File: config.mk
export PLATFORM = sky130hd
export DESIGN_NAME = pin_irq_ctrl
export DESIGN_NICKNAME = d
export VERILOG_FILES = /design/src/rtl/pin_irq_pkg.sv /design/src/rtl/pin_irq_prio_enc.sv /design/src/rtl/pin_irq_ctrl.sv
export VERILOG_INCLUDE_DIRS = /design/src /design/src/rtl
export SDC_FILE = /design/constraint.sdc
export NUM_CORES = 1
export LEC_CHECK = 0
export ABC_AREA = 1
export CAP_MARGIN = 25
export CELL_PAD_IN_SITES_DETAIL_PLACEMENT = 1
export CELL_PAD_IN_SITES_GLOBAL_PLACEMENT = 1
export CORE_MARGIN = 2
export CORE_UTILIZATION = 28
export CTS_BUF_LIST = sky130_fd_sc_hd__clkbuf_8
export DETAILED_ROUTE_END_ITERATION = 16
export PLACE_DENSITY = 0.81
export SLEW_MARGIN = 5
export SYNTH_ARGS = -nofsm -noshare
export SYNTH_HDL_FRONTEND = slang
export SYNTH_SLANG_ARGS = --single-unit
File: constraint.sdc
create_clock -name CLK -period 1.7 [get_ports CLK]
set_input_delay 0.34 -clock CLK [delete_from_list [all_inputs] [get_ports CLK]]
set_output_delay 0.34 -clock CLK [all_outputs]
set_load 0.01 [all_outputs]
File: src/rtl/Peripheral_Unit_defs.svh
// Peripheral unit shared definitions: pin counts for the GPIO interrupt block.
`ifndef PERIPHERAL_UNIT_DEFS_SVH
`define PERIPHERAL_UNIT_DEFS_SVH

`define NUM_PINS 24

`endif

File: src/rtl/pin_irq_pkg.sv
// Shared types and default constants for the GPIO pin interrupt controller.
`include "Peripheral_Unit_defs.svh"

package pin_irq_pkg;

  localparam int PIN_IRQ_ID_W_DEF        = 5;
  localparam int PIN_IRQ_CLR_TIMEOUT_DEF = 8;

  typedef enum logic [1:0] {
    IDLE      = 2'd0,
    REQ       = 2'd1,
    CLEAR     = 2'd2,
    WAIT_DROP = 2'd3
  } pin_irq_state_e;

endpackage

File: src/rtl/pin_irq_prio_enc.sv
// Combinational priority encoder: finds the first set request at or above
// start_i, wrapping from NUM_PINS-1 back to 0.
module pin_irq_prio_enc #(
  parameter int NUM_PINS = 24,
  parameter int ID_W     = 5
) (
  input  logic [NUM_PINS-1:0] req_i,
  input  logic [ID_W-1:0]     start_i,
  output logic                vld_o,
  output logic [ID_W-1:0]     idx_o
);

  // Scan offsets from highest to lowest so the smallest offset is written last and wins.
  always_comb begin
    int j;
    vld_o = 1'b0;
    idx_o = '0;
    j     = 0;
    for (int i = NUM_PINS - 1; i >= 0; i--) begin
      j = int'(start_i) + i;
      if (j >= NUM_PINS) j = j - NUM_PINS;
      if (req_i[j]) begin
        vld_o = 1'b1;
        idx_o = ID_W'(j);
      end
    end
  end

endmodule

File: src/rtl/pin_irq_ctrl.sv
// GPIO pin interrupt controller: arbitrates latched pin flags, presents one
// source to the CPU, returns a one-hot clear pulse after acknowledge and waits
// for the flag to drop (sticky CLR_ERR on timeout).
// Optional feature: define PIN_IRQ_ROUND_ROBIN_EN for rotating priority;
// otherwise the lowest set index wins and no pointer register exists.
`include "Peripheral_Unit_defs.svh"

module pin_irq_ctrl
  import pin_irq_pkg::*;
#(
  parameter int NUM_PINS    = `NUM_PINS,
  parameter int ID_W        = PIN_IRQ_ID_W_DEF,
  parameter int CLR_TIMEOUT = PIN_IRQ_CLR_TIMEOUT_DEF
) (
  input  logic                CLK,
  input  logic                RST,
  input  logic [NUM_PINS-1:0] INTR,
  input  logic [NUM_PINS-1:0] IRQ_MASK,
  input  logic                IRQ_ACK,
  output logic                IRQ,
  output logic [ID_W-1:0]     IRQ_ID,
  output logic [NUM_PINS-1:0] IRQRES,
  output logic [NUM_PINS-1:0] PENDING,
  output logic                CLR_ERR
);

  localparam int CNT_W = $clog2(CLR_TIMEOUT + 1);

  function automatic logic [NUM_PINS-1:0] onehot(input logic [ID_W-1:0] idx);
    logic [NUM_PINS-1:0] v;
    v = '0;
    v[idx] = 1'b1;
    return v;
  endfunction

  function automatic logic [ID_W-1:0] wrap_inc(input logic [ID_W-1:0] idx);
    return (idx == ID_W'(NUM_PINS - 1)) ? '0 : idx + ID_W'(1);
  endfunction

  pin_irq_state_e      state_q;
  logic                irq_q;
  logic [ID_W-1:0]     id_q;
  logic [NUM_PINS-1:0] irqres_q;
  logic [NUM_PINS-1:0] pending_q;
  logic                clr_err_q;
  logic [CNT_W-1:0]    cnt_q;

  logic [NUM_PINS-1:0] req_vec;
  logic                sel_live;
  logic                win_vld;
  logic [ID_W-1:0]     win_idx;
  logic [ID_W-1:0]     start_ptr;

  assign req_vec  = INTR & IRQ_MASK;
  assign sel_live = req_vec[id_q];

`ifdef PIN_IRQ_ROUND_ROBIN_EN
  logic [ID_W-1:0] ptr_q;

  // Rotate the search start past the source that was just acknowledged.
  always_ff @(posedge CLK) begin
    if (RST) begin
      ptr_q <= '0;
    end else if (state_q == REQ && IRQ_ACK) begin
      ptr_q <= wrap_inc(id_q);
    end
  end

  assign start_ptr = ptr_q;
`else
  assign start_ptr = '0;
`endif

  pin_irq_prio_enc #(
    .NUM_PINS (NUM_PINS),
    .ID_W     (ID_W)
  ) u_prio_enc (
    .req_i   (req_vec),
    .start_i (start_ptr),
    .vld_o   (win_vld),
    .idx_o   (win_idx)
  );

  // Request/acknowledge/clear handshake with registered outputs.
  always_ff @(posedge CLK) begin
    if (RST) begin
      state_q   <= IDLE;
      irq_q     <= 1'b0;
      id_q      <= '0;
      irqres_q  <= '0;
      pending_q <= '0;
      clr_err_q <= 1'b0;
      cnt_q     <= '0;
    end else begin
      pending_q <= req_vec;
      unique case (state_q)
        IDLE: begin
          if (win_vld) begin
            id_q    <= win_idx;
            irq_q   <= 1'b1;
            state_q <= REQ;
          end
        end
        REQ: begin
          // ACK beats a simultaneous withdrawal.
          if (IRQ_ACK) begin
            irq_q    <= 1'b0;
            irqres_q <= onehot(id_q);
            state_q  <= CLEAR;
          end else if (!sel_live) begin
            irq_q   <= 1'b0;
            state_q <= IDLE;
          end
        end
        CLEAR: begin
          irqres_q <= '0;
          cnt_q    <= '0;
          state_q  <= WAIT_DROP;
        end
        WAIT_DROP: begin
          // Only the raw flag matters here; the mask is not consulted.
          if (!INTR[id_q]) begin
            state_q <= IDLE;
          end else if (cnt_q == CNT_W'(CLR_TIMEOUT - 1)) begin
            clr_err_q <= 1'b1;
            state_q   <= IDLE;
          end else begin
            cnt_q <= cnt_q + CNT_W'(1);
          end
        end
        default: state_q <= IDLE;
      endcase
    end
  end

  assign IRQ     = irq_q;
  assign IRQ_ID  = id_q;
  assign IRQRES  = irqres_q;
  assign PENDING = pending_q;
  assign CLR_ERR = clr_err_q;

endmodule

==> results.toml <==
[yosys]
synth_cells = 384
yosysUniqueCellTypes = 35
yosysSeqAreaShare = 0.444
yosysWarnings = 0
ys.flop_type = "dfxtp_1"
syn_area_per_cell_um2 = 7.16
synth_area_mm2 = 0.00275
synth-edff-count = 0
ys_ff_latch = 61
async_flop_share = 0
syn-num-nets = 436

[clock_tree]
cts_max_path_buffers = 2
cts_tree = "done"
htreeDepth = 3
path_clk_slew_ps = 80
clock_latency_ps = 360
cts_buffers = 9
cts_num_sinks = 61
root_buffer = "clkbuf_8"
cts_hold_buf = 0

[placement]
placed_area_mm2 = 0.00451
dp_hpwl_mm = 8.33
io_buffers = 105
place.gp.congestion = 0.917

[power_and_ir_drop]
p_leak_nw = 2.34
power.density_mw_per_mm2 = 760
finalPower_mw = 4.02
peakVddDrop_mv = 0.666

[timing]
setup_viol = 28
timing.final.ws_setup_ps = -432
clock_skew_ps = 11.5
hold_ws_ps = 330
relSlewSlack = 0.725
layout_min_cycle_time_ps = 2130
hold_viol_final = 0
fmax_ghz = 0.469
drv_slew = 0
worstMarginPinSlew_ps = 412
grt_setup_unrepaired = "true"
timing.final.crit_share = 1.25

[die]
start_util = 0.285
die_h_um = 103
pin_count = 106
coreArea_mm2 = 0.00964
fp.dieW_um = 103
dieArea_mm2 = 0.0106
num_rows = 36

[critical_path]
reg2reg_slack_ps = -430
r2r_cells = 13
rr_startpoint = "IRQ_ID[1]"
critPathKind = "register to register"
critPathMaxFanout = 6
start_kind = "register"
end_kind = "register"
critPathArrivalTime_ps = 2400
crit_start = "IRQ_ID[1]"
crit_required_ps = 1960

[route]
drtPass1Iterations = 4
routedWlPerCell_um = 19.7
first_iter_violations = 108
vias = 3656
drc = 0
wl_mm = 14.3
ant_nets = 0
avgViaCountPerCell = 5.04

[global_route]
grt_max_degree = 37
antenna_found_initial = 0
grt_pass1_vias = 3750
track_usage = 0.233
overflow = 0
grt_pass1_wl_mm = 18.7

[final_layout]
finalInstanceArea_mm2 = 0.00529
final_common_cell = "nand2_1"
fillers = 1174
area.growth.synth_to_final_pct = 92.7
drive_above_1_share = 0.363
layout_common_cells = "nand2_1 (104), buf_4 (88), clkdlybuf4s50_1 (73)"
antenna-diode-count = 0
fin_nets = 639

[outcome]
outcome = "finished with violations"
violations = "negative setup slack"

[min_path]
min_path_type = "primary input to register"

[run]
cap_violations = 0
flip-flops by register name, summed over array words and instances, names as in the netlist, named ones only:
name	cells
cnt_q	4
IRQ_ID	5
IRQ	1
state_q	1
CLR_ERR	1
PENDING	24
IRQRES	24
power by group:
part | switching [mW] | internal, mW | leakage (nW)
Combinational | 0.601 | 0.529 | 1.74
Sequential | 0.0375 | 1.47 | 0.500
Clock | 0.661 | 0.727 | 0.103
Total | 1.30 | 2.72 | 2.34
worst max-delay path, cell delays in order (launching register included):
cell and delay (ps):
dfxtp_4 380, nand2_2 130, inv_2 100, buf_4 180, a22oi_2 170, nand2_1 130, a221oi_2 300, nand3_2 170
nand2_4 130, a21oi_4 70, inv_2 120, nand2_1 70, nand2_1 70, inv_1 30
synthesized netlist by cell type, types with 2 or more instances:
library cell,count,area [um^2]
nand2_1,147,552
dfxtp_1,61,1220
nor2_1,46,173
a21oi_1,33,165
a22oi_1,17,128
inv_1,16,60.1
nor3_1,9,45.0
nand3_1,8,40.0
clkbuf_1,6,22.5
a21oi_2,3,26.3
a31oi_1,3,18.8
inv_2,3,11.3
nand4_1,3,18.8
buf_1,2,7.51
buf_2,2,10.0
buf_6,2,22.5
nand2_2,2,12.5
o2111ai_1,2,17.5
o21ai_0,2,10.0
o31ai_1,2,15.0
worst min-delay path by stage:
stage / from / to / cells after the start
after floorplan: cnt_q[0] / cnt_q[0] / 1
after global placement: IRQRES[11] / IRQRES[11] / 2
after detailed placement: CLR_ERR / CLR_ERR / 2
after CTS: RST / register / 4
after global routing: RST / register / 4
final: RST / register / 4
stage by stage:
step,utilization,cells,TNS (ps),setup WS (ps)
after detailed placement,0.468,686,-6670,-659
final,0.549,725,-3840,-432
after global placement,0.468,686,-5260,-508
after CTS,0.518,713,-2250,-329
after global routing,0.549,725,-6610,-531
after floorplan,-,384,-67.3,-24.8
cell families after synthesis:
family          synth area share
compound gates             0.163
simple gates               0.324
xor+xnor                 0.00319
flops                      0.444
buf+inv                   0.0606
fa+ha+maj                0.00455
metal layers:
layer	part of all wire	track usage	vias to the layer above	wire length, um
met5	0	0	-	0
met4	0.043	0.100	0	611
li1	-	-	1676	-
met2	0.51	0.416	142	7280
met3	0.060	0.0576	51	854
met1	0.39	0.262	1787	5550
what timing repair did:
item	4_1_cts	5_1_grt
cloned	0	0
pin swaps	29	40
setup endpoints to repair	18	23
buffers inserted	12	12
resized for setup	70	72
area by class of cell:
class	instances	area [um^2]	area share
Clock buffer	10	138	0.0260
Clock inverter	6	68.8	0.0130
Inverter	19	83.8	0.0158
Multi-Input combinational cell	291	1720	0.325
Sequential cell	61	1230	0.233
Tap cell	133	166	0.0314
Timing Repair Buffer	205	1880	0.356
(Power assumes the default switching activity.)
